`config.mk`:
```
export PLATFORM = sky130hd
export DESIGN_NAME = instr_encoder_loader_flat
export DESIGN_NICKNAME = d
export VERILOG_FILES = /design/src/rtl/instr_encoder_loader_pkg.sv /design/src/rtl/instr_encoder_loader_if.sv /design/src/rtl/instr_encoder_loader_packer.sv /design/src/rtl/instr_encoder_loader.sv /design/src/flat_wrapper.sv
export SDC_FILE = /design/constraint.sdc
export NUM_CORES = 1
export LEC_CHECK = 0
export CORE_UTILIZATION = 39
export DETAILED_ROUTE_END_ITERATION = 7
export GPL_TIMING_DRIVEN = 1
export PLACE_DENSITY = 0.69
export SYNTH_ARGS = -nofsm -noshare
export SYNTH_HDL_FRONTEND = slang
export SYNTH_SLANG_ARGS = --single-unit
```
`constraint.sdc`:
```
create_clock -name clk -period 3.3 [get_ports clk]
set_input_delay 0.495 -clock clk [delete_from_list [all_inputs] [get_ports clk]]
set_output_delay 0.495 -clock clk [all_outputs]
set_load 0.01 [all_outputs]
```
`src/rtl/instr_encoder_loader_pkg.sv`:
```
// Shared constants for the RV32I instruction encoder/loader: class codes,
// opcodes, the halt word, FSM states and an immediate range helper.
package enc_pkg;

  localparam logic [2:0] CLS_LW  = 3'd0;
  localparam logic [2:0] CLS_SW  = 3'd1;
  localparam logic [2:0] CLS_R   = 3'd2;
  localparam logic [2:0] CLS_BEQ = 3'd3;
  localparam logic [2:0] CLS_I   = 3'd4;
  localparam logic [2:0] CLS_JAL = 3'd5;

  localparam logic [6:0] OP_LW  = 7'b0000011;
  localparam logic [6:0] OP_SW  = 7'b0100011;
  localparam logic [6:0] OP_R   = 7'b0110011;
  localparam logic [6:0] OP_BEQ = 7'b1100011;
  localparam logic [6:0] OP_I   = 7'b0010011;
  localparam logic [6:0] OP_JAL = 7'b1101111;

  // jal x0,0: the core spins here once the program has run
  localparam logic [31:0] HALT_WORD = 32'h0000006F;

  // Bits that must all equal the sign bit for a 12b / 13b signed immediate
  localparam logic [20:0] MASK_IMM12 = 21'h1FF800;
  localparam logic [20:0] MASK_IMM13 = 21'h1FF000;

  typedef enum logic [2:0] {
    ST_IDLE  = 3'd0,
    ST_LOAD  = 3'd1,
    ST_WRITE = 3'd2,
    ST_HALT  = 3'd3,
    ST_DONE  = 3'd4
  } state_e;

  function automatic logic imm_fits(input logic [20:0] imm, input logic [20:0] hi_mask);
    return ((imm & hi_mask) == 21'h0) || ((imm & hi_mask) == hi_mask);
  endfunction

endpackage

```
`src/rtl/instr_encoder_loader_if.sv`:
```
// Field-input handshake and instruction-memory write port of the loader.
interface instr_encoder_loader_if #(
  parameter int unsigned ADDR_W = 32
);
  logic              in_valid;
  logic              in_ready;
  logic [2:0]        in_cls;
  logic [2:0]        in_funct3;
  logic              in_funct7b5;
  logic [4:0]        in_rd;
  logic [4:0]        in_rs1;
  logic [4:0]        in_rs2;
  logic [20:0]       in_imm;
  logic              imem_we;
  logic [ADDR_W-1:0] imem_addr;
  logic [31:0]       imem_wdata;

  modport master (
    output in_valid, in_cls, in_funct3, in_funct7b5, in_rd, in_rs1, in_rs2, in_imm,
    input  in_ready, imem_we, imem_addr, imem_wdata
  );

  modport slave (
    input  in_valid, in_cls, in_funct3, in_funct7b5, in_rd, in_rs1, in_rs2, in_imm,
    output in_ready, imem_we, imem_addr, imem_wdata
  );
endinterface

```
`src/rtl/instr_encoder_loader_packer.sv`:
```
// Combinational RV32I field packer. With ENC_RANGE_CHECK_EN defined, range_ok
// flags immediates that do not fit their field; otherwise it is always 1.
module instr_field_packer
  import enc_pkg::*;
(
  input  logic [2:0]  cls,
  input  logic [2:0]  funct3,
  input  logic        funct7b5,
  input  logic [4:0]  rd,
  input  logic [4:0]  rs1,
  input  logic [4:0]  rs2,
  input  logic [20:0] imm,
  output logic [31:0] word,
  output logic        cls_ok,
  output logic        range_ok
);

  logic is_shift_s;
  assign is_shift_s = (funct3 == 3'b001) || (funct3 == 3'b101);

  // Pack fields into the instruction format selected by cls
  always_comb begin
    word   = 32'h0;
    cls_ok = 1'b1;
    case (cls)
      CLS_LW:  word = {imm[11:0], rs1, 3'b010, rd, OP_LW};
      CLS_SW:  word = {imm[11:5], rs2, rs1, 3'b010, imm[4:0], OP_SW};
      CLS_R:   word = {1'b0, funct7b5, 5'b00000, rs2, rs1, funct3, rd, OP_R};
      CLS_BEQ: word = {imm[12], imm[10:5], rs2, rs1, 3'b000, imm[4:1], imm[11], OP_BEQ};
      CLS_I: begin
        if (is_shift_s) begin
          word = {1'b0, funct7b5, 5'b00000, imm[4:0], rs1, funct3, rd, OP_I};
        end else begin
          word = {imm[11:0], rs1, funct3, rd, OP_I};
        end
      end
      CLS_JAL: word = {imm[20], imm[10:1], imm[11], imm[19:12], rd, OP_JAL};
      default: cls_ok = 1'b0;
    endcase
  end

`ifdef ENC_RANGE_CHECK_EN
  // Immediate must fit its field; branch/jump targets must be halfword aligned
  always_comb begin
    range_ok = 1'b1;
    case (cls)
      CLS_LW, CLS_SW: range_ok = imm_fits(imm, MASK_IMM12);
      CLS_I: begin
        if (is_shift_s) begin
          range_ok = (imm[20:5] == 16'h0000);
        end else begin
          range_ok = imm_fits(imm, MASK_IMM12);
        end
      end
      CLS_BEQ: range_ok = imm_fits(imm, MASK_IMM13) && !imm[0];
      CLS_JAL: range_ok = !imm[0];
      default: range_ok = 1'b1;
    endcase
  end
`else
  assign range_ok = 1'b1;
`endif

endmodule

```
`src/rtl/instr_encoder_loader.sv`:
```
// Encodes RV32I instructions and writes them sequentially into instruction
// memory, closing each program with a halt word. Optional ENC_RANGE_CHECK_EN.
module instr_encoder_loader
  import enc_pkg::*;
#(
  parameter int unsigned       ADDR_W    = 32,
  parameter logic [ADDR_W-1:0] BASE_ADDR = {ADDR_W{1'b0}},
  parameter int unsigned       DEPTH     = 64,
  localparam int unsigned      CW        = $clog2(DEPTH + 1)
) (
  input  logic                 clk,
  input  logic                 reset,
  input  logic                 start,
  input  logic                 finish,
  instr_encoder_loader_if.slave bus,
  output logic                 busy,
  output logic                 done,
  output logic [CW-1:0]        word_count,
  output logic                 err,
  output logic                 overflow
);

  // The final slot always stays free for the halt word
  localparam logic [CW-1:0] LAST_SLOT = CW'(DEPTH - 1);

  state_e            state_r, state_s;
  logic [ADDR_W-1:0] addr_r, addr_s;
  logic [CW-1:0]     count_r, count_s;
  logic [31:0]       wdata_r, wdata_s;
  logic              we_r, we_s;
  logic              ready_r, ready_s;
  logic              busy_r, busy_s;
  logic              done_r, done_s;
  logic              err_r, err_s;
  logic              ovf_r, ovf_s;

  logic [31:0] word_s;
  logic        cls_ok_s;
  logic        range_ok_s;
  logic        word_ok_s;
  logic        accept_s;

  instr_field_packer u_packer (
    .cls      (bus.in_cls),
    .funct3   (bus.in_funct3),
    .funct7b5 (bus.in_funct7b5),
    .rd       (bus.in_rd),
    .rs1      (bus.in_rs1),
    .rs2      (bus.in_rs2),
    .imm      (bus.in_imm),
    .word     (word_s),
    .cls_ok   (cls_ok_s),
    .range_ok (range_ok_s)
  );

  assign word_ok_s = cls_ok_s & range_ok_s;
  assign accept_s  = (state_r == ST_LOAD) && bus.in_valid && ready_r;

  // Next state, address, count and sticky flags
  always_comb begin
    state_s = state_r;
    addr_s  = addr_r;
    count_s = count_r;
    wdata_s = wdata_r;
    err_s   = err_r;
    ovf_s   = ovf_r;
    case (state_r)
      ST_IDLE, ST_DONE: begin
        if (start) begin
          state_s = ST_LOAD;
          addr_s  = BASE_ADDR;
          count_s = {CW{1'b0}};
          err_s   = 1'b0;
          ovf_s   = 1'b0;
        end else begin
          state_s = state_r;
        end
      end
      ST_LOAD: begin
        if (bus.in_valid && (count_r == LAST_SLOT)) begin
          ovf_s = 1'b1;
        end else begin
          ovf_s = ovf_r;
        end
        if (accept_s) begin
          if (word_ok_s) begin
            state_s = ST_WRITE;
            wdata_s = word_s;
          end else begin
            err_s = 1'b1;
          end
        end else if (finish) begin
          state_s = ST_HALT;
          wdata_s = HALT_WORD;
        end else begin
          state_s = ST_LOAD;
        end
      end
      ST_WRITE, ST_HALT: begin
        addr_s  = addr_r + ADDR_W'(32'd4);
        count_s = count_r + CW'(1'b1);
        if (state_r == ST_WRITE) begin
          state_s = ST_LOAD;
        end else begin
          state_s = ST_DONE;
        end
      end
      default: state_s = ST_IDLE;
    endcase
  end

  // Outputs are registered from the next state so they line up with it
  always_comb begin
    we_s    = (state_s == ST_WRITE) || (state_s == ST_HALT);
    ready_s = (state_s == ST_LOAD) && (count_s < LAST_SLOT);
    busy_s  = (state_s == ST_LOAD) || (state_s == ST_WRITE) || (state_s == ST_HALT);
    done_s  = (state_s == ST_DONE);
  end

  // State and output registers
  always_ff @(posedge clk or posedge reset) begin
    if (reset) begin
      state_r <= ST_IDLE;
      addr_r  <= BASE_ADDR;
      count_r <= {CW{1'b0}};
      wdata_r <= 32'h0;
      we_r    <= 1'b0;
      ready_r <= 1'b0;
      busy_r  <= 1'b0;
      done_r  <= 1'b0;
      err_r   <= 1'b0;
      ovf_r   <= 1'b0;
    end else begin
      state_r <= state_s;
      addr_r  <= addr_s;
      count_r <= count_s;
      wdata_r <= wdata_s;
      we_r    <= we_s;
      ready_r <= ready_s;
      busy_r  <= busy_s;
      done_r  <= done_s;
      err_r   <= err_s;
      ovf_r   <= ovf_s;
    end
  end

  assign bus.in_ready   = ready_r;
  assign bus.imem_we    = we_r;
  assign bus.imem_addr  = addr_r;
  assign bus.imem_wdata = wdata_r;
  assign busy           = busy_r;
  assign done           = done_r;
  assign word_count     = count_r;
  assign err            = err_r;
  assign overflow       = ovf_r;

endmodule
```
`src/flat_wrapper.sv`:
```
// flat-port wrapper written by rule: the top's interface ports become plain ports
module instr_encoder_loader_flat import enc_pkg::*;
#(
  parameter int unsigned       ADDR_W    = 32,
  parameter logic [ADDR_W-1:0] BASE_ADDR = {ADDR_W{1'b0}},
  parameter int unsigned       DEPTH     = 64,
  localparam int unsigned      CW        = $clog2(DEPTH + 1)
)
  (clk, reset, start, finish, busy, done, word_count, err, overflow, bus_in_valid, bus_in_cls, bus_in_funct3, bus_in_funct7b5, bus_in_rd, bus_in_rs1, bus_in_rs2, bus_in_imm, bus_in_ready, bus_imem_we, bus_imem_addr, bus_imem_wdata);
  instr_encoder_loader_if #(.ADDR_W(ADDR_W)) bus_i ();
  input  logic clk;
  input  logic reset;
  input  logic start;
  input  logic finish;
  output logic busy;
  output logic done;
  output logic [CW-1:0] word_count;
  output logic err;
  output logic overflow;
  input wire logic [$bits(bus_i.in_valid)-1:0] bus_in_valid;
  input wire logic [$bits(bus_i.in_cls)-1:0] bus_in_cls;
  input wire logic [$bits(bus_i.in_funct3)-1:0] bus_in_funct3;
  input wire logic [$bits(bus_i.in_funct7b5)-1:0] bus_in_funct7b5;
  input wire logic [$bits(bus_i.in_rd)-1:0] bus_in_rd;
  input wire logic [$bits(bus_i.in_rs1)-1:0] bus_in_rs1;
  input wire logic [$bits(bus_i.in_rs2)-1:0] bus_in_rs2;
  input wire logic [$bits(bus_i.in_imm)-1:0] bus_in_imm;
  output wire logic [$bits(bus_i.in_ready)-1:0] bus_in_ready;
  output wire logic [$bits(bus_i.imem_we)-1:0] bus_imem_we;
  output wire logic [$bits(bus_i.imem_addr)-1:0] bus_imem_addr;
  output wire logic [$bits(bus_i.imem_wdata)-1:0] bus_imem_wdata;
  assign bus_i.in_valid = bus_in_valid;
  assign bus_i.in_cls = bus_in_cls;
  assign bus_i.in_funct3 = bus_in_funct3;
  assign bus_i.in_funct7b5 = bus_in_funct7b5;
  assign bus_i.in_rd = bus_in_rd;
  assign bus_i.in_rs1 = bus_in_rs1;
  assign bus_i.in_rs2 = bus_in_rs2;
  assign bus_i.in_imm = bus_in_imm;
  assign bus_in_ready = bus_i.in_ready;
  assign bus_imem_we = bus_i.imem_we;
  assign bus_imem_addr = bus_i.imem_addr;
  assign bus_imem_wdata = bus_i.imem_wdata;
  instr_encoder_loader #(.ADDR_W(ADDR_W), .BASE_ADDR(BASE_ADDR), .DEPTH(DEPTH)) u_core (.clk(clk), .reset(reset), .start(start), .finish(finish), .bus(bus_i), .busy(busy), .done(done), .word_count(word_count), .err(err), .overflow(overflow));
endmodule
```
==> reports/qor.csv, run 1 <==
stage;metric;value;unit
global_routing;first-pass GRT wire length;16.77;mm
synthesis;synthesis-stage register bit count;76;
sta;period utilization;70.56;%
sta;Final Hold Slack;0.4809;ns
clock_tree;Max Root-Sink Buffers;2;
detailed_routing;final wirelength;10.40;mm
layout;Final Instance Area;5552;µm²
layout;Final #Nets;566;
die;DIE AREA;10690;µm²
setup_path;Worst Setup End Kind;flop;
die;die extent in x;103.4;µm
clock_tree;Reg clk slew, reported paths;0.08;ns
layout;n_diodes;0;
sta;worst setup margin;0.9717;ns
die;core area;9864;µm²
sta;crit path time final;2.328;ns
clock_tree;clock root cell;clkbuf_8;
setup_path;WS Path Type;reg2reg;
status;status;complete, no violations;
clock_tree;Sinks on Clock Net;76;
sta;Final Hold Viols;0;
detailed_routing;ANT nets after route;0;
setup_path;CP Data Required Time;3.53;ns
clock_tree;setup repair bufs after CTS;0;
synthesis;predominant post-synthesis flop cell;dfrtp_1;
synthesis;top-area cell type share of the netlist area;47.43;%
place;worst slack at placement;0.8711;ns
layout;Area Overhead vs Synth;38.44;%
global_routing;gr ovfl total;0;
die;Initial Utilization;40.65;%
sta;max-slew violation count;0;
clock_tree;CTS Buf Count;9;
clock_tree;worst skew pair latency;0.34;ns
global_routing;vias in the first global route;3276;
detailed_routing;initial drt markers;138;
synthesis;Post-synth ARST share;100.0;%
synthesis;dominant cells by area after synthesis;dfrtp_1, mux2i_1, nand2_1;
synthesis;Synth cell types;61;
layout;final cell count without fillers;653;
synthesis;synthesized area;4010;µm²
sta;Worst Max-Slew Pin Slew;0.9363;ns
clock_tree;TritonCTS clock tree;done;
sta;setup violators final;0;
power;VDD IR max;0.0003580;V
synthesis;cells after synthesis;401;
detailed_routing;# DRC;0;
detailed_routing;DR WL/cell;15.92;µm
synthesis;syn_area_per_cell;10.00;µm²
die;Die Y;103.4;µm
clock_tree;htree depth;3;
layout;share of cells above drive strength 1;6.731;%
place;Post-DP HPWL;7.471;mm
power;LEAKAGE;2.511;nW
sta;slew margin rel.;37.58;%
power;total power draw;3.391;mW
global_routing;largest net degree at the start of global routing;77;
detailed_routing;Avg Vias per Cell;5.358;
global_routing;antenna violations before repair;0;
die;Std-Cell Rows;36;
detailed_routing;routed via count;3499;
die;# IOs;125;
setup_path;arrival time worst endpoint;2.55;ns
synthesis;Post-synth EDFFs;0;
synthesis;Post-synth top cells;dfrtp_1, nand2_1, mux2i_1;
place;dpl cells;638;
synthesis;most frequent cell after synthesis;dfrtp_1;
synthesis;Yosys warnings;0;
clock_tree;PostCTS Resize Cnt;0;
power;power density cells;610.7;nW/µm²
setup_path;Reg2Reg Setup Slack;0.97;ns
place;quantity of I/O buffers inserted on ports;122;
sta;Worst Skew;0.006299;ns
setup_path;Startpoint Class;flop;
sta;setup TNS;0;ns
flow_run;Max Cap Viol;0;
global_routing;GRT Total Usage;20.36;%
place;placer congestion estimate;0.8062;
clock_tree;# hold bufs at CTS;0;
sta;maximum clock frequency;429.5;MHz
layout;Fill cells;861;
detailed_routing;First-pass DRT Iterations;4;
layout;post-layout util;56.28;%
place;Placed Area;5328;µm²
synthesis;sequential fraction of the synthesis area;47.43;%
synthesis;Yosys top cell by area;dfrtp_1;
setup_path;crit-path max FO;18;
sta;RSZ-0062 raised after global routing;no;
hold_path;hold crit path type;reg2reg;
## area by class of cell
type,count,area (µm²),area share (%)
tap,133,166.4,2.998
multi-input combinational,284,1921,34.60
timing repair buffer,130,1281,23.08
clock inverter,4,72.57,1.307
inverter,15,57.56,1.037
sequential,76,1902,34.26
clock buffer,11,151.4,2.727
## cells by family (layout without fill, tap and decap cells)
group	after synthesis	after routing	synth area share (%)
simple gates	148	148	21.03
compound gates	101	101	18.35
flops	76	76	47.43
buf+inv	42	160	4.773
mux	29	29	7.270
fa+ha+maj	2	2	0.6239
xor+xnor	2	2	0.4369
other cells	1	2	0.09351
## path summary, 6_finish.rpt
kind / cells after the start / endpoint / startpoint
max: 6 / u_core.bus.in_ready / u_core.state_r[1]
min: 1 / u_core.bus.imem_addr[31] / u_core.bus.imem_addr[31]
max reg2reg: 6 / u_core.bus.in_ready / u_core.state_r[1]
min reg2reg: 1 / u_core.bus.imem_addr[31] / u_core.bus.imem_addr[31]
max in group asynchronous: 3 / u_core.word_count[5] / reset
min in group asynchronous: 3 / u_core.bus.imem_addr[29] / reset
## registers in the layout (all words and copies together) (netlist names)
name                   count
u_core.overflow            1
u_core.word_count          7
u_core.err                 1
u_core.done                1
u_core.state_r             3
u_core.busy                1
u_core.bus.imem_we         1
u_core.bus.imem_addr      30
u_core.bus.imem_wdata     30
u_core.bus.in_ready        1
## critical path: stages, from the launching register on
cell,delay (ns)
dfrtp_1,0.59
nor3b_2,0.42
and2_1,0.48
o21a_1,0.22
buf_4,0.21
inv_2,0.09
a2111oi_2,0.20
## layer usage
| metal | wire [µm] | track usage [%] | vias up |
|---|---|---|---|
| li1 | - | - | 1704 |
| met1 | 4704 | 28.84 | 1677 |
| met2 | 4947 | 31.48 | 107 |
| met3 | 613 | 4.234 | 11 |
| met4 | 131 | 5.959 | 0 |
| met5 | 0 | 0 | - |
## power by group
| group | switching, mW | total (mW) | internal [mW] |
|---|---|---|---|
| Sequential | 0.206 | 1.35 | 1.15 |
| Combinational | 0.574 | 1.24 | 0.667 |
| Clock | 0.334 | 0.796 | 0.462 |
| Total | 1.11 | 3.39 | 2.28 |
## cells in the final DEF (no fill, tap or decap), types with 2 or more instances in the layout
| cell type | n |
|---|---|
| and3_1 | 12 |
| o22ai_1 | 7 |
| ha_1 | 2 |
| buf_4 | 8 |
| nor4_4 | 3 |
| nor2_1 | 17 |
| nand3b_1 | 3 |
| inv_1 | 12 |
| o31ai_1 | 4 |
| nor2b_1 | 6 |
| clkdlybuf4s50_1 | 122 |
| o21a_1 | 3 |
| conb_1 | 2 |
| and2_0 | 2 |
| a22o_1 | 16 |
| xor2_1 | 2 |
| nand4_1 | 15 |
| o2bb2ai_1 | 10 |
| mux2i_1 | 28 |
| dfrtp_1 | 76 |
| a21oi_1 | 20 |
| clkinv_2 | 2 |
| clkbuf_8 | 11 |
| o32ai_1 | 3 |
| a22oi_1 | 5 |
| bufinv_16 | 2 |
| o211ai_1 | 4 |
| nand2b_1 | 8 |
| a21o_1 | 2 |
| a2bb2oi_1 | 3 |
| nand2_1 | 44 |
| and2_1 | 4 |
| nor3_1 | 2 |
| o21ai_0 | 12 |
| nand3_1 | 20 |
| o21bai_1 | 2 |
Note: power is estimated with default switching activity, not from simulation.
==> run 2: changes to the inputs <==
Settings changed: PLACE_DENSITY 0.69 to 0.72.
Clock period 3.3 ns to 1.9 ns, I/O delays scaled along.
==> reports/qor.csv, run 2 (synthesized netlist as in run 1, its figures left out) <==
stage;metric;value;unit;change
global_routing;first-pass GRT wire length;16.82;mm;+0.25%
setup_path;critical path depth;1;;-5
place;quantity of I/O buffers inserted on ports;122;;unchanged
sta;Worst Skew;0.01257;ns;+0.006273 ns
place;Post-DP HPWL;7.455;mm;-0.21%
die;die extent in x;103.4;µm;unchanged
detailed_routing;# DRC;0;;unchanged
detailed_routing;routed via count;3614;;+3.3%
setup_path;CP Data Required Time;1.62;ns;-1.91 ns
place;worst slack at placement;-0.09654;ns;-0.9676 ns
layout;share of cells above drive strength 1;11.58;%;+4.9 points
clock_tree;htree depth;3;;unchanged
clock_tree;setup repair bufs after CTS;0;;unchanged
setup_path;arrival time worst endpoint;1.46;ns;-1.09 ns
detailed_routing;DR WL/cell;15.41;µm;-3.2%
place;placer congestion estimate;0.8557;;+6.1%
die;Initial Utilization;40.65;%;unchanged
setup_path;WS Path Type;reg2out;;
setup_path;Critical-path top delay cell;clkdlybuf4s50_1;;
die;Std-Cell Rows;36;;unchanged
layout;commonest non-fill, non-tap cell in the layout;clkdlybuf4s50_1;;
layout;most frequent cells in the layout;clkdlybuf4s50_1, dfrtp_1, nand2_1, mux2i_1, buf_4;;
sta;RSZ-0062 raised after global routing;no;;
setup_path;Reg2Reg Setup Slack;0.15;ns;-0.82 ns
setup_path;CP cell instances;clkdlybuf4s50_1;;
sta;crit path time final;1.748;ns;
sta;Final Hold Viols;0;;unchanged
global_routing;gr ovfl total;0;;unchanged
clock_tree;Reg clk slew, reported paths;0.09;ns;about the same
clock_tree;clock root cell;clkbuf_8;;
clock_tree;CTS Buf Count;9;;unchanged
global_routing;GRT Total Usage;20.41;%;+0.044 points
power;LEAKAGE;2.625;nW;+4.5%
hold_path;hold crit path type;in2async;;
die;core area;9864;µm²;unchanged
place;Placed Area;5565;µm²;+4.5%
detailed_routing;Avg Vias per Cell;5.338;;-0.37%
global_routing;vias in the first global route;3488;;+6.5%
power;power density cells;1021;nW/µm²;+67%
clock_tree;TritonCTS clock tree;done;;
setup_path;FF-to-FF End;u_core.bus.imem_wdata[18];;
setup_path;delay of the slowest cell on the worst path;0.60;ns;about the same
setup_path;CP Capture Point;word_count[2];;
die;# IOs;125;;unchanged
power;VDD IR max;0.0006121;V;+71%
setup_path;worst reg2reg path depth;5;;-1
global_routing;largest net degree at the start of global routing;44;;-43%
setup_path;Critical path origin;u_core.word_count[2];;
clock_tree;Max Root-Sink Buffers;2;;unchanged
sta;maximum clock frequency;572.0;MHz;
status;status;complete, no violations;;
layout;Final Instance Area;5767;µm²;+3.9%
setup_path;crit-path max FO;10;;-8
setup_path;Startpoint Class;flop;;
global_routing;antenna violations before repair;0;;unchanged
layout;Final #Nets;589;;+4.1%
sta;period utilization;92.02;%;
sta;setup violators final;0;;unchanged
die;DIE AREA;10690;µm²;unchanged
flow_run;Max Cap Viol;0;;unchanged
sta;max-slew violation count;0;;unchanged
setup_path;Worst Setup End Kind;output pin;;
detailed_routing;First-pass DRT Iterations;4;;unchanged
setup_path;buffer and inverter count on the worst path;1;;-1
die;Die Y;103.4;µm;unchanged
detailed_routing;final wirelength;10.43;mm;+0.33%
detailed_routing;ANT nets after route;0;;unchanged
layout;Area Overhead vs Synth;43.81;%;
sta;worst setup margin;0.1517;ns;-0.8200 ns
setup_path;family with the most delay on the worst path;buffers and inverters;;
clock_tree;# hold bufs at CTS;0;;unchanged
setup_path;Worst R2R Start;u_core.state_r[2];;
layout;n_diodes;0;;unchanged
sta;setup TNS;0;ns;unchanged
clock_tree;Sinks on Clock Net;76;;unchanged
clock_tree;worst skew pair latency;0.34;ns;about the same
detailed_routing;initial drt markers;167;;+21%
run 2: power by group:
part	switching (mW)	internal (mW)	total, mW
combinational	1.08	1.33	2.41
clock	0.651	0.520	1.17
sequential	0.309	1.99	2.30
run 2: how the worst min path moves through the flow:
stage	slack [ns]	to	depth (start not counted)	from
floorplan	0.42	u_core.bus.imem_wdata[27]	1	bus_in_imm[7]
global placement	0.47	u_core.bus.imem_addr[31]	1	u_core.bus.imem_addr[31]
detailed placement	0.47	u_core.bus.imem_wdata[13]	1	u_core.bus.imem_wdata[13]
CTS	0.34	u_core.bus.imem_wdata[23]	3	reset
global route	0.37	u_core.bus.imem_wdata[23]	3	reset
finish	0.35	u_core.bus.imem_wdata[23]	3	reset
run 2: repair_timing:
action                                  in CTS  in global routing
endpoints found under the hold margin        0                  0
endpoints found under the setup margin       0                 20
resized for setup                            0                  5
run 2: stage by stage:
step	hold WS [ns]	power, mW	util [%]	cells
CTS	0.3427	5.909	58.28	677
floorplan	0.4175	3.449	-	402
global placement	0.4688	4.689	56.42	661
finish	0.3509	5.887	58.46	677
detailed placement	0.4730	4.713	56.42	661
global route	0.3700	6.245	58.46	677
run 2: area by class of cell:
class                           instances  area [µm²]
Fill cell                             836        4098
Multi-Input combinational cell        284        1937
Sequential cell                        76        1903
Timing Repair Buffer                  153        1516
Tap cell                              133       166.4
Clock buffer                           10       137.6
Inverter                               15       60.06
Clock inverter                          6       46.29
run 2: routing by layer:
metal	GRT usage (%)	up-vias	share of wire (%)
li1	-	1758	-
met1	28.47	1746	46
met2	31.53	94	48
met3	3.629	16	3.8
met4	8.126	0	1.9
met5	0	-	0
==> run 3: changes to the inputs <==
Settings changed: SLEW_MARGIN set to 0.
==> results of run 3 <==
The final DEF is identical to that of run 2; final timing and power are the same.
